### src/rtl/trap_pkg.sv
// Shared definitions for the trap sequencer: FSM states, privilege modes,
// interrupt bit positions and the mcause values they produce.
package trap_pkg;

   typedef enum logic [1:0] {
      ST_IDLE     = 2'd0,
      ST_DRAIN    = 2'd1,
      ST_ISSUE    = 2'd2,
      ST_COOLDOWN = 2'd3
   } trap_state_t;

   localparam logic [1:0] MODE_MACHINE    = 2'd3;
   localparam logic [1:0] MODE_SUPERVISOR = 2'd1;
   localparam logic [1:0] MODE_USER       = 2'd0;

   localparam int IRQ_MEI = 11;
   localparam int IRQ_MTI = 7;
   localparam int IRQ_MSI = 3;

   // Interrupt causes carry the interrupt flag in bit 31 and the mip index below it.
   localparam logic [31:0] CAUSE_MEI = 32'h8000_0000 | 32'(IRQ_MEI);
   localparam logic [31:0] CAUSE_MSI = 32'h8000_0000 | 32'(IRQ_MSI);
   localparam logic [31:0] CAUSE_MTI = 32'h8000_0000 | 32'(IRQ_MTI);

endpackage

### src/rtl/trap_sequencer_if.sv
// Trap request handshake between the sequencer (master) and the CSR stage (slave).
interface trap_sequencer_if #(
   parameter int CAUSE_W = 32
);
   logic               trap_valid;
   logic [CAUSE_W-1:0] trap_cause;
   logic               trap_ready;

   modport master (output trap_valid, output trap_cause, input trap_ready);
   modport slave  (input trap_valid, input trap_cause, output trap_ready);
endinterface

### src/rtl/trap_irq_select.sv
// Combinational eligibility check and fixed-priority (MEI > MSI > MTI) cause select.
module trap_irq_select
   import trap_pkg::*;
#(
   parameter int CAUSE_W = 32
) (
   input  logic               irq_mei,
   input  logic               irq_msi,
   input  logic               irq_mti,
   input  logic               mie_meie,
   input  logic               mie_msie,
   input  logic               mie_mtie,
   input  logic               mstatus_mie,
   input  logic               mideleg_mtie,
   input  logic [1:0]         mode,
   output logic               any_eligible,
   output logic [CAUSE_W-1:0] cause
);

   logic global_en;
   logic elig_mei;
   logic elig_msi;
   logic elig_mti;

   // Below machine mode, M-level interrupts are taken regardless of mstatus.MIE.
   assign global_en = (mode < MODE_MACHINE) | mstatus_mie;

   assign elig_mei = irq_mei & mie_meie & global_en;
   assign elig_msi = irq_msi & mie_msie & global_en;
   assign elig_mti = irq_mti & mie_mtie & global_en & ~mideleg_mtie;

   assign any_eligible = elig_mei | elig_msi | elig_mti;

   always_comb begin
      cause = '0;
      if (elig_mei)      cause = CAUSE_W'(CAUSE_MEI);
      else if (elig_msi) cause = CAUSE_W'(CAUSE_MSI);
      else if (elig_mti) cause = CAUSE_W'(CAUSE_MTI);
   end

endmodule

### src/rtl/trap_sequencer.sv
// Asynchronous trap entry sequencer: arbitrate, stall and drain, then issue one trap.
// Optional TRAP_SEQ_STATS_EN adds the trap_count handshake counter.
//
// state       | meaning
// ST_IDLE     | no stall, waiting for an eligible interrupt
// ST_DRAIN    | front end stalled, waiting for pipe_empty without wb hazard
// ST_ISSUE    | trap_valid held with latched cause until trap_ready
// ST_COOLDOWN | one stalled cycle so the CSR stage can clear mstatus.MIE
module trap_sequencer
   import trap_pkg::*;
#(
   parameter int DRAIN_TIMEOUT = 15,
   parameter int CAUSE_W       = 32
) (
   input  logic                      clk,
   input  logic                      rst_n,
   input  logic                      irq_mei,
   input  logic                      irq_msi,
   input  logic                      irq_mti,
   input  logic                      mie_meie,
   input  logic                      mie_msie,
   input  logic                      mie_mtie,
   input  logic                      mstatus_mie,
   input  logic                      mideleg_mtie,
   input  logic [1:0]                mode,
   input  logic                      pipe_empty,
   input  logic                      wb_branch_hazard,
   output logic                      stall_front,
   trap_sequencer_if.master          trap_bus,
   output logic                      drain_timeout
`ifdef TRAP_SEQ_STATS_EN
   ,
   output logic [31:0]               trap_count
`endif
);

   trap_state_t        state;
   logic [7:0]         drain_cnt;
   logic               any_eligible;
   logic [CAUSE_W-1:0] sel_cause;

   trap_irq_select #(
      .CAUSE_W (CAUSE_W)
   ) u_irq_select (
      .irq_mei      (irq_mei),
      .irq_msi      (irq_msi),
      .irq_mti      (irq_mti),
      .mie_meie     (mie_meie),
      .mie_msie     (mie_msie),
      .mie_mtie     (mie_mtie),
      .mstatus_mie  (mstatus_mie),
      .mideleg_mtie (mideleg_mtie),
      .mode         (mode),
      .any_eligible (any_eligible),
      .cause        (sel_cause)
   );

   always_ff @(posedge clk or negedge rst_n) begin
      if (!rst_n) begin
         state               <= ST_IDLE;
         stall_front         <= 1'b0;
         trap_bus.trap_valid <= 1'b0;
         trap_bus.trap_cause <= '0;
         drain_timeout       <= 1'b0;
         drain_cnt           <= '0;
      end else begin
         case (state)
            ST_IDLE: begin
               if (any_eligible) begin
                  state       <= ST_DRAIN;
                  stall_front <= 1'b1;
                  drain_cnt   <= '0;
               end
            end
            ST_DRAIN: begin
               if (drain_cnt == 8'(DRAIN_TIMEOUT)) drain_timeout <= 1'b1;
               if (drain_cnt != 8'hFF) drain_cnt <= drain_cnt + 8'd1;
               if (!any_eligible) begin
                  state       <= ST_IDLE;
                  stall_front <= 1'b0;
               end else if (wb_branch_hazard) begin
                  drain_cnt <= '0;
               end else if (pipe_empty) begin
                  state               <= ST_ISSUE;
                  trap_bus.trap_valid <= 1'b1;
                  trap_bus.trap_cause <= sel_cause;
               end
            end
            // Committed: source withdrawal and wb hazards no longer matter here.
            ST_ISSUE: begin
               if (trap_bus.trap_ready) begin
                  state               <= ST_COOLDOWN;
                  trap_bus.trap_valid <= 1'b0;
               end
            end
            ST_COOLDOWN: begin
               state       <= ST_IDLE;
               stall_front <= 1'b0;
            end
            default: begin
               state               <= ST_IDLE;
               stall_front         <= 1'b0;
               trap_bus.trap_valid <= 1'b0;
            end
         endcase
      end
   end

`ifdef TRAP_SEQ_STATS_EN
   always_ff @(posedge clk or negedge rst_n) begin
      if (!rst_n) begin
         trap_count <= '0;
      end else if (state == ST_ISSUE && trap_bus.trap_ready) begin
         trap_count <= trap_count + 32'd1;
      end
   end
`endif

endmodule

### src/flat_wrapper.sv
// flat-port wrapper written by rule: the top's interface ports become plain ports
module trap_sequencer_flat import trap_pkg::*;
#(
   parameter int DRAIN_TIMEOUT = 15,
   parameter int CAUSE_W       = 32
)
  (clk, rst_n, irq_mei, irq_msi, irq_mti, mie_meie, mie_msie, mie_mtie, mstatus_mie, mideleg_mtie, mode, pipe_empty, wb_branch_hazard, stall_front, drain_timeout, trap_bus_trap_valid, trap_bus_trap_cause, trap_bus_trap_ready);
  trap_sequencer_if #(.CAUSE_W(CAUSE_W)) trap_bus_i ();
  input  logic clk;
  input  logic rst_n;
  input  logic irq_mei;
  input  logic irq_msi;
  input  logic irq_mti;
  input  logic mie_meie;
  input  logic mie_msie;
  input  logic mie_mtie;
  input  logic mstatus_mie;
  input  logic mideleg_mtie;
  input  logic [1:0] mode;
  input  logic pipe_empty;
  input  logic wb_branch_hazard;
  output logic stall_front;
  output logic drain_timeout;
  output wire logic [$bits(trap_bus_i.trap_valid)-1:0] trap_bus_trap_valid;
  output wire logic [$bits(trap_bus_i.trap_cause)-1:0] trap_bus_trap_cause;
  input wire logic [$bits(trap_bus_i.trap_ready)-1:0] trap_bus_trap_ready;
  assign trap_bus_trap_valid = trap_bus_i.trap_valid;
  assign trap_bus_trap_cause = trap_bus_i.trap_cause;
  assign trap_bus_i.trap_ready = trap_bus_trap_ready;
  trap_sequencer #(.DRAIN_TIMEOUT(DRAIN_TIMEOUT), .CAUSE_W(CAUSE_W)) u_core (.clk(clk), .rst_n(rst_n), .irq_mei(irq_mei), .irq_msi(irq_msi), .irq_mti(irq_mti), .mie_meie(mie_meie), .mie_msie(mie_msie), .mie_mtie(mie_mtie), .mstatus_mie(mstatus_mie), .mideleg_mtie(mideleg_mtie), .mode(mode), .pipe_empty(pipe_empty), .wb_branch_hazard(wb_branch_hazard), .stall_front(stall_front), .trap_bus(trap_bus_i), .drain_timeout(drain_timeout));
endmodule
### config.mk
export PLATFORM = sky130hd
export DESIGN_NAME = trap_sequencer_flat
export DESIGN_NICKNAME = d
export VERILOG_FILES = /design/src/rtl/trap_pkg.sv /design/src/rtl/trap_sequencer_if.sv /design/src/rtl/trap_irq_select.sv /design/src/rtl/trap_sequencer.sv /design/src/flat_wrapper.sv
export SDC_FILE = /design/constraint.sdc
export NUM_CORES = 1
export LEC_CHECK = 0
export ABC_AREA = 1
export ABC_CLOCK_PERIOD_IN_PS = 1700
export CORE_ASPECT_RATIO = 1.1
export CORE_MARGIN = 2
export CORE_UTILIZATION = 45
export CTS_CLUSTER_SIZE = 30
export DETAILED_ROUTE_END_ITERATION = 8
export PLACE_DENSITY = 0.79
export SYNTH_ARGS = -nofsm -noshare
export SYNTH_HDL_FRONTEND = slang
export SYNTH_HIERARCHICAL = 1
export SYNTH_SLANG_ARGS = --single-unit
### constraint.sdc
create_clock -name clk -period 1.7 [get_ports clk]
set_clock_uncertainty 0.15 [all_clocks]
set_input_delay 0.34 -clock clk [delete_from_list [all_inputs] [get_ports clk]]
set_output_delay 0.34 -clock clk [all_outputs]
set_load 0.01 [all_outputs]
==> qor.yml, run 1 <==
run_status: "finished clean"
final_net_count: 357
cts.repair_timing.setup_buffer_count: 0
clock-sinks: 45
fin_cells: 400
seqCellArea_um2: 1126
crit_path_end_kind: "output port"
min_period_ns: 1.664
clockRootBuffer: "clkbuf_8"
syn_to_final_growth_pct: 32.85
synth.distinct_cells: 24
highest_attainable_clock_frequency_ghz: 0.6009
boundaryPins: 50
critical_path_arrival_ns: 1.17
worst_path_dominant_cell_family: "buffers and inverters"
grt_pass1_wl_mm: 7.458
synthCells: 280
timing_worst_setup_path_type: "reg -> out"
worst_skew_pair.late_latency_ns: 0.29
cellPowerDensity_nw_per_um2: 1409
max-cap-violations: 0
crit_fanout: 2
synthesis.area_um2: 2251
start_kind: "flip-flop"
finalWorstSetupSlack_ns: 0.03581
mostFrequentLayoutCell: "nand2_1"
yosysTopAreaCellShare_pct: 50.03
yosys_warnings: 6
drcViolationCount: 0
crit_path_cell_trace: "clkdlybuf4s50_1"
dp_hpwl_mm: 3.177
drtIter0Drc: 193
clkTransAtPathRegs_ns: 0.08
timing.critical_path.required_ns: 1.21
final-hold-violation-count: 0
wire_per_inst_um: 11.15
gpl.final_weighted_congestion: 0.8046
design.die.area_um2: 5584
numPortBuffers: 49
postRouteWirelength_mm: 4.460
synthesis_stage_register_bit_count: 45
final_layout_size_suffix_gt1_share_pct: 12.28
p_leak_nw: 1.867
post-place-cells: 391
post-synth-top-area-cell: "dfrtp_1"
globalRoute.totalOverflow: 0
final_max_slew_viols: 0
floorplan.core_area_um2: 4898
htreeDepth: 2
clockBufferDepth: 2
layout_common_cells: "nand2_1, dfrtp_1, conb_1"
grtUsageTotal_pct: 16.99
synth.area.top_cells: "dfrtp_1, nand2_1, buf_4"
n_antenna_cell: 0
synth_area_per_cell_um2: 8.039
synth_seq_area_share_pct: 50.03
hp-class: "reg -> reg"
power.ir.vdd_worst_mv: 0.9104
final_util_pct: 61.05
initial_utilization_pct: 45.95
placementRows: 27
layout_worst_path_cycle_share_pct: 97.89
tritoncts: "built"
grt_antenna_before_repair: 0
grt_max_degree: 46
n_fill_cell: 417
route.antenna.remaining_nets: 0
area_occupied_by_multi_input_gates_um2: 920.9
dpl_worst_slack_ns: -0.3354
crit_slowest_cell: "clkdlybuf4s50_1"
timing.critical_path.buf_inv: 1
timing.final.setup_violations: 0
avgViaCountPerCell: 4.458
cts_buffers: 5
num_vias: 1783
grt_pass1_vias: 1708
drt_first_pass_iters: 4
fp.dieH_um: 78.18
fp.dieW_um: 71.44
cp_slowest_stage_delay_ns: 0.53
-- per-layer routing --
layer | wire (um) | track usage (%) | share of wire, % | up-vias
li1 | - | - | - | 926
met1 | 1909 | 19.90 | 43 | 812
met2 | 2299 | 30.19 | 52 | 41
met3 | 190 | 3.081 | 4.3 | 4
met4 | 60 | 7.170 | 1.3 | 0
met5 | 0 | 0 | 0 | -
-- where the power goes --
part | internal [mW] | switching, mW
logic | 0.838 | 0.825
clock network | 0.478 | 0.344
registers | 1.48 | 0.246
total | 2.80 | 1.41
-- kinds of logic (layout without fill, tap and decap cells) --
logic type	after synthesis	after routing	share of synthesized area, %
compound gates	16	16	4.114
flops	45	45	50.03
simple gates	166	166	30.13
fa+ha+maj	1	1	0.5558
buf+inv	51	87	15.01
other cells	1	27	0.1666
-- layout make-up --
| class | count | area share (%) |
|---|---|---|
| Sequential cell | 45 | 37.66 |
| Multi-Input combinational cell | 210 | 30.79 |
| Timing Repair Buffer | 64 | 23.22 |
| Clock buffer | 6 | 2.762 |
| Tap cell | 58 | 2.427 |
| Inverter | 15 | 1.883 |
| Clock inverter | 2 | 1.255 |
-- final timing paths --
check | start | to | depth (start not counted) | slack [ns]
worst min-delay path | u_core/trap_bus.trap_cause[13]$_DFFE_PN0P_ | u_core/trap_bus.trap_cause[13]$_DFFE_PN0P_ | 2 | 0.32
worst max-delay path | u_core/trap_bus.trap_cause[30]$_DFFE_PN0P_ | trap_bus_trap_cause[30] | 1 | 0.04
max in group asynchronous | rst_n | u_core/drain_cnt[3]$_DFFE_PN0P_ | 3 | 0.79
min in group asynchronous | rst_n | u_core/trap_bus.trap_cause[18]$_DFFE_PN0P_ | 3 | 0.40
worst max register to register | u_core/drain_cnt[0]$_DFFE_PN0P_ | u_core/drain_cnt[0]$_DFFE_PN0P_ | 7 | 0.14
worst min register to register | u_core/trap_bus.trap_cause[13]$_DFFE_PN0P_ | u_core/trap_bus.trap_cause[13]$_DFFE_PN0P_ | 2 | 0.32
-- repair_timing --
| item | CTS | global route |
|---|---|---|
| cloned | 0 | 0 |
| setup endpoints to repair | 9 | 69 |
| pin swaps | 1 | 1 |
| hold buffers | 1 | 0 |
| endpoints found under the hold margin | 45 | 0 |
| resized for setup | 8 | 36 |
-- stage by stage --
| step | TNS [ns] | power (mW) | hold WS (ns) | area [um2] |
|---|---|---|---|---|
| final | 0 | 4.214 | 0.3177 | 2990 |
| after global routing | -0.01181 | 4.527 | 0.3450 | 2990 |
| after CTS | 0 | 4.328 | 0.3270 | 2893 |
| after detailed placement | -11.31 | 3.530 | 0.1874 | 2768 |
| after global placement | -9.756 | 3.481 | 0.1867 | 2768 |
| after floorplan | 0 | 2.563 | -0.1056 | 2349 |
-- Yosys cell counts --
| master | instances |
|---|---|
| nor3_1 | 3 |
| nor2_4 | 2 |
| nand3b_1 | 2 |
| dfrtp_1 | 45 |
| a21oi_1 | 2 |
| a21boi_1 | 1 |
| conb_1 | 1 |
| nor2_2 | 3 |
| nor2_1 | 11 |
| o31ai_1 | 1 |
| o21ai_0 | 7 |
| inv_1 | 13 |
| ha_1 | 1 |
| nand3_2 | 1 |
| buf_6 | 3 |
| a31oi_1 | 1 |
| o21ai_1 | 2 |
| inv_2 | 2 |
| nand2_1 | 134 |
| a31o_2 | 1 |
| buf_4 | 33 |
| a211oi_1 | 1 |
| nand2_2 | 2 |
| nand3_1 | 8 |
-- tightest hold or removal path, stage by stage (launching register included) --
cell and delay [ns]:
dfrtp_1 0.34, nand2_1 0.05, nand2_1 0.05
-- state kept, by name (all words and copies together) (netlist names), named ones only --
name                        flops
u_core/trap_bus.trap_valid      1
u_core/trap_bus.trap_cause     32
u_core/state                    1
u_core/stall_front              1
u_core/drain_cnt                8
u_core/drain_timeout            1
Note: power is estimated with default switching activity, not from simulation.
==> run 2: changes to the inputs <==
ABC_AREA = default   (was 1)
==> qor.yml, run 2 <==
run_status: "complete, but fails checks"
violations: "negative setup slack"
final_util_pct: 64.51  # +3.5 points
synthCells: 179  # -36%
clockRootBuffer: "clkbuf_8"
cts_buffers: 5  # unchanged
htreeDepth: 2  # unchanged
mostFrequentLayoutCell: "dfrtp_1"
n_antenna_cell: 0  # unchanged
p_seq_share_pct: 40.3  # -0.7 points
gpl.final_weighted_congestion: 0.8501  # +5.7%
synth_top_family_by_area: "multiplexers"
yosys_warnings: 6  # unchanged
timing.final.setup_violations: 24  # +24
synth_ff_type: "dfrtp_1"
power.switching_fraction_pct: 27.74  # -5.8 points
synth.area.mux_share_pct: 20.56  # +21 points
clock-sinks: 45  # unchanged
power.ir.vdd_worst_mv: 0.5025  # -45%
initial_utilization_pct: 46.62  # +0.67 points
drt_first_pass_iters: 4  # unchanged
rsz_0062_raised_after_global_routing: "true"
yosys-top-cells-count: "dfrtp_1, buf_4, mux2_4"
internal_power_of_the_cells_mw: 3.034  # +8.4%
top_regs: "u_core/trap_bus.trap_cause (32), u_core/drain_cnt (8)"
highest_attainable_clock_frequency_ghz: 0.5548  # -7.7%
placementRows: 27  # unchanged
finalWorstSetupSlack_ns: -0.1024  # -0.1382 ns
num_vias: 1535  # -14%
largest_register_ff_count: 32  # unchanged
tritoncts: "built"
setup_total_negative_slack_ns: -1.541  # -1.541 ns
numPortBuffers: 49  # unchanged
dpl_worst_slack_ns: -0.6283  # -0.2929 ns
synth.distinct_cells: 37  # +54%
pwr-share-comb_pct: 40.0  # +0.5 points
crit_fanout: 7  # +5
post_synth_fa_ha_maj_area_fraction_pct: 0.9662  # +0.41 points
layout_worst_path_cycle_share_pct: 106.0  # +8.1 points
synth_area_per_cell_um2: 13.02  # +62%
hp-class: "reg -> reg"
min_delay_path_depth: 1  # -1
grtUsageTotal_pct: 16.70  # -0.29 points
synthesis_stage_register_bit_count: 45  # unchanged
boundaryPins: 50  # unchanged
clock_power_share_pct: 19.7  # +0.2 points
syn_to_final_growth_pct: 38.38
avgViaCountPerCell: 4.858  # +9.0%
async_flop_share_pct: 100.0  # unchanged
grt_antenna_before_repair: 0  # unchanged
grt_max_degree: 23  # -50%
synth_edf_count: 0  # unchanged
floorplan.core_area_um2: 5000  # +2.1%
crit_start: "mideleg_mtie"
final-hold-violation-count: 0  # unchanged
final_net_count: 273  # -24%
fp.dieW_um: 72.62  # +1.7%
synth.area.top_cells: "dfrtp_1, mux2_4, buf_4"
drcViolationCount: 0  # unchanged
start_kind: "input pin"
power.net_switching_mw: 1.165  # -18%
clkTransAtPathRegs_ns: 0.08  # about the same
min_period_ns: 1.802  # +0.1382 ns
synth_seq_area_share_pct: 48.31  # -1.7 points
hold_start: "u_core/drain_timeout$_DFFE_PN0P_"
clockBufferDepth: 2  # unchanged
synth_xor_xnor_area_share_pct: 0  # unchanged
top_register: "u_core/trap_bus.trap_cause"
post-synth-top-area-cell: "dfrtp_1"
r2r.worst_path.cells: 6  # -1
timing_worst_setup_path_type: "in -> reg"
wire_per_inst_um: 14.90  # +34%
fp.dieH_um: 79.49  # +1.7%
final_max_slew_viols: 0  # unchanged
dp_hpwl_mm: 3.041  # -4.3%
worst_skew_pair.late_latency_ns: 0.29  # about the same
crit_path_end_kind: "flip-flop"
synth-simple-area-share_pct: 7.407  # -23 points
globalRoute.totalOverflow: 0  # unchanged
synthesis.area_um2: 2331  # +3.6%
p_leak_nw: 1.822  # -2.4%
design.die.area_um2: 5772  # +3.4%
grt_pass1_wl_mm: 7.500  # +0.56%
critical_path_arrival_ns: 1.83  # +0.66 ns
hold_slack_ns: 0.3174  # -0.0003370 ns
timing.critical_path.required_ns: 1.72  # +0.51 ns
synth_most_common_cell: "dfrtp_1"
layout_common_cells: "dfrtp_1, mux2_4, dlymetal6s2s_1"
route.antenna.remaining_nets: 0  # unchanged
drtIter0Drc: 23  # -88%
cellPowerDensity_nw_per_um2: 1302  # -7.6%
yosysTopAreaCellShare_pct: 48.31  # -1.7 points
grt_pass1_vias: 1575  # -7.8%
final_layout_size_suffix_gt1_share_pct: 35.66  # +23 points
max-cap-violations: 0  # unchanged
postRouteWirelength_mm: 4.708  # +5.6%
synth-compound-area-share_pct: 8.481  # +4.4 points
run 2: changes by cell type in the layout (fill, tap and decap cells not counted), sizes merged, moves of 7 or more:
cell | previous run | this run
a21oi | 2 | 13
buf | 15 | 40
clkdlybuf4s50 | 15 | 4
inv | 15 | 2
mux2 | 0 | 32
nand2 | 136 | 10
nand3 | 9 | 2
nor2 | 16 | 5
run 2: path summary, 6_finish.rpt:
path	slack [ns]	end
max reg2reg	0.01	u_core/trap_bus.trap_cause[8]$_DFFE_PN0P_
min	0.32	u_core/drain_timeout$_DFFE_PN0P_
max	-0.10	u_core/trap_bus.trap_cause[8]$_DFFE_PN0P_
max in group asynchronous	0.56	u_core/trap_bus.trap_cause[1]$_DFFE_PN0P_
min reg2reg	0.32	u_core/drain_timeout$_DFFE_PN0P_
min in group asynchronous	0.36	u_core/trap_bus.trap_cause[25]$_DFFE_PN0P_
run 2: what timing repair did:
| action | 4_1_cts | 5_1_grt |
|---|---|---|
| hold endpoints to repair | 14 | 0 |
| pin swaps | 4 | 4 |
| buffers inserted | 7 | 4 |
| hold buffers | 1 | 0 |
| resized for setup | 49 | 37 |
| gates cloned | 3 | 0 |
| endpoints found under the setup margin | 45 | 65 |
run 2: critical path, stage by stage:
cell,delay [ns]
buf_6,0.09
nand3b_1,0.20
a21oi_2,0.18
nor2b_4,0.17
and3_4,0.23
buf_12,0.11
buf_12,0.10
buf_12,0.12
mux2_4,0.30
run 2: stage by stage:
step                area (um2)  cells  total power [mW]
global placement          2839    295             3.358
CTS                       3138    314             4.271
floorplan                 2435    205             2.544
global route              3226    316             4.425
finish                    3226    316             4.198
detailed placement        2839    295             3.402
run 2: area by class of cell:
cell class,count,area [um2]
clock buffers,7,86.33
clock inverters,1,30.03
fillers,387,1774
inverters,2,7.507
multi-input cells,122,1010
flip-flops and latches,45,1126
well taps,58,72.57
repair buffers,81,893.4
run 2: power groups by stage:
stage	registers, mW	clock network (mW)	logic, mW
2_1_floorplan	1.85	0	0.696
3_3_place_gp	1.71	0	1.64
3_5_place_dp	1.72	0	1.68
4_1_cts	1.70	0.840	1.73
5_1_grt	1.74	0.880	1.80
6_report	1.69	0.825	1.68
run 2: routing by layer:
metal | track usage, % | vias to the layer above | wire, um
met2 | 28.91 | 38 | 2555
met3 | 2.273 | 5 | 155
met4 | 5.370 | 0 | 53
met1 | 21.40 | 769 | 1944
met5 | 0 | - | 0
li1 | - | 723 | -
run 2: logic make-up (layout without fill, tap and decap cells):
group                      after synthesis  after routing
AOI/OAI and AO/OA                       30             30
adders and majority gates                2              2
buffers and inverters                   38             91
DFF                                     45             45
muxes                                   33             33
other                                    1             27
and+or+nand+nor                         30             30
==> run 3: changes to the inputs <==
ABC_CLOCK_PERIOD_IN_PS = 1920   (was 1700)
SLEW_MARGIN = 30   (was default)
clock period = 1.92 ns   (was 1.7 ns; I/O delays follow)
==> qor.yml, run 3 (synthesis gave the netlist of run 2 again) <==
hold-path-endpoint: "u_core/drain_timeout$_DFFE_PN0P_"
timing.final.setup_violations: 0  # -100%
fp.dieH_um: 79.49  # unchanged
avgViaCountPerCell: 4.873  # +0.32%
finish.instance_area_um2: 3053  # -5.4%
run_status: "finished clean"
globalRoute.totalOverflow: 0  # unchanged
drt_first_pass_iters: 4  # unchanged
clkTransAtPathRegs_ns: 0.08  # about the same
ff2ff_setup_slack_ns: 0.23  # +0.22 ns
grt_pass1_wl_mm: 7.044  # -6.1%
syn_to_final_growth_pct: 30.97
grt_pass1_vias: 1506  # -4.4%
hold_start: "u_core/drain_timeout$_DFFE_PN0P_"
top_regs: "u_core/trap_bus.trap_cause (32), u_core/drain_cnt (8)"
fin_cells: 307  # -2.8%
n_antenna_cell: 0  # unchanged
initial_utilization_pct: 46.62  # unchanged
reg2reg_from: "u_core/drain_cnt[0]$_DFFE_PN0P_"
drcViolationCount: 0  # unchanged
clockRootBuffer: "clkbuf_8"
p_leak_nw: 1.416  # -22%
crit_path_cell_trace: "dlygate4sd2_1 -> and3b_2 -> a21oi_2 -> nor2b_4 -> and3_4 -> buf_12 -> mux2_1"
final_max_slew_viols: 0  # unchanged
route.antenna.remaining_nets: 0  # unchanged
gpl.final_weighted_congestion: 0.8174  # -3.8%
postPlaceCellArea_um2: 2796  # -1.5%
placementRows: 27  # unchanged
final-hold-violation-count: 0  # unchanged
min_period_ns: 1.851
worst_path_dominant_cell_family: "simple AND/OR/NAND/NOR gates"
min_delay_path_depth: 1  # unchanged
top_register: "u_core/trap_bus.trap_cause"
n_fill_cell: 411  # +6.2%
final_layout_size_suffix_gt1_share_pct: 28.11  # -7.5 points
tritoncts: "built"
cellPowerDensity_nw_per_um2: 1260  # -3.2%
layout_worst_path_cycle_share_pct: 96.40
hp-class: "reg -> reg"
cts_buffers: 5  # unchanged
largest_register_ff_count: 32  # unchanged
crit_fanout: 8  # +1
floorplan.core_area_um2: 5000  # unchanged
highest_attainable_clock_frequency_ghz: 0.5403
grt_max_degree: 46  # +100%
numPortBuffers: 49  # unchanged
num_vias: 1496  # -2.5%
max-cap-violations: 0  # unchanged
timing.critical_path.buf_inv: 2  # -2
dp_hpwl_mm: 2.763  # -9.1%
start_kind: "input pin"
grt_antenna_before_repair: 0  # unchanged
htreeDepth: 2  # unchanged
grtUsageTotal_pct: 16.08  # -0.62 points
crit_slowest_cell: "mux2_1"
power.ir.vdd_worst_mv: 0.5544  # +10%
clockBufferDepth: 2  # unchanged
clock-sinks: 45  # unchanged
timing_worst_setup_path_type: "in -> reg"
critical_path.reg2reg.endpoint: "u_core/drain_cnt[5]$_DFFE_PN0P_"
r2r.worst_path.cells: 5  # -1
postRouteWirelength_mm: 4.201  # -11%
rsz_0062_raised_after_global_routing: "false"
fp.dieW_um: 72.62  # unchanged
timing.critical_path.required_ns: 1.95  # +0.23 ns
critical_path_arrival_ns: 1.88  # +0.05 ns
mostFrequentLayoutCell: "dfrtp_1"
wire_per_inst_um: 13.68  # -8.2%
final_net_count: 264  # -3.3%
design.die.area_um2: 5772  # unchanged
boundaryPins: 50  # unchanged
crit_path_end_kind: "flip-flop"
post-place-cells: 288  # -2.4%
drtIter0Drc: 65  # +180%
layout_common_cells: "dfrtp_1, clkdlybuf4s50_1, mux2_4"
worst_skew_pair.late_latency_ns: 0.29  # about the same
cp_slowest_stage_delay_ns: 0.31  # about the same
==> run 3: cell count changes in the layout (fill, tap and decap cells not counted), moves of 2 or more <==
cell	previous run	this run
dlygate4sd2_1	4	9
clkdlybuf4s50_1	4	38
buf_6	4	2
buf_4	20	15
buf_2	7	1
dlymetal6s2s_1	30	0
buf_12	7	4
==> run 3: stage by stage <==
stage | worst slack (ns) | hold slack, ns | utilization, % | total power [mW] | TNS (ns)
5_1_grt | 0.007316 | 0.3534 | 61.06 | 4.061 | 0
6_report | 0.06917 | 0.3299 | 61.06 | 3.846 | 0
3_5_place_dp | -0.4504 | 0.2317 | 55.93 | 2.991 | -15.36
4_1_cts | 0.001080 | 0.3386 | 60.99 | 3.853 | 0
3_3_place_gp | -0.3883 | 0.2308 | 55.93 | 2.949 | -13.70
2_1_floorplan | -0.09898 | -0.06159 | - | 2.251 | -2.844
==> run 3: how the worst max path moves through the flow <==
| stage | from | endpoint | slack (ns) | cells after the start |
|---|---|---|---|---|
| floorplan | mideleg_mtie | u_core/trap_bus.trap_cause[0]$_DFFE_PN0P_ | -0.1 | 7 |
| global placement | mstatus_mie | u_core/trap_bus.trap_cause[13]$_DFFE_PN0P_ | -0.39 | 7 |
| detailed placement | mideleg_mtie | u_core/trap_bus.trap_cause[13]$_DFFE_PN0P_ | -0.45 | 7 |
| CTS | mideleg_mtie | u_core/trap_bus.trap_cause[6]$_DFFE_PN0P_ | 0.001 | 8 |
| global route | irq_mei | u_core/drain_cnt[5]$_DFFE_PN0P_ | 0.007 | 9 |
| finish | mode[0] | u_core/trap_bus.trap_cause[14]$_DFFE_PN0P_ | 0.07 | 7 |
==> run 3: worst register-to-register path: stages, from the launching register on <==
cell and delay (ns):
dfrtp_1 0.42, ha_1 0.24, and3_1 0.19, and2_1 0.22, o31ai_1 0.25, a31oi_1 0.11
==> run 3: layer usage <==
layer / vias up / global-route usage (%) / wire, um
met1: 734 / 20.34 / 1839
met5: - / 0 / 0
li1: 711 / - / -
met3: 7 / 3.157 / 177
met2: 44 / 26.73 / 2098
met4: 0 / 6.667 / 86
==> run 3: cell type report <==
cell class / count / area, um2 / share of cell area, %
repair buffers: 72 / 726.9 / 23.81
multi-input cells: 122 / 985.9 / 32.30
clock buffers: 5 / 68.82 / 2.254
inverters: 2 / 7.507 / 0.2459
clock inverters: 3 / 65.06 / 2.131
flip-flops and latches: 45 / 1126 / 36.89
well taps: 58 / 72.57 / 2.377
==> run 3: power breakdown <==
group / switching [mW] / internal, mW
clock network: 0.313 / 0.517
registers: 0.216 / 1.29
logic: 0.489 / 1.03
total: 1.02 / 2.83
==> run 3: timing repair <==
action	in CTS	in global routing
resized for setup	13	6
endpoints found under the hold margin	45	0
buffers inserted	8	2
hold buffers	1	0
setup endpoints to repair	33	30
gates cloned	2	0
pin swaps	4	3
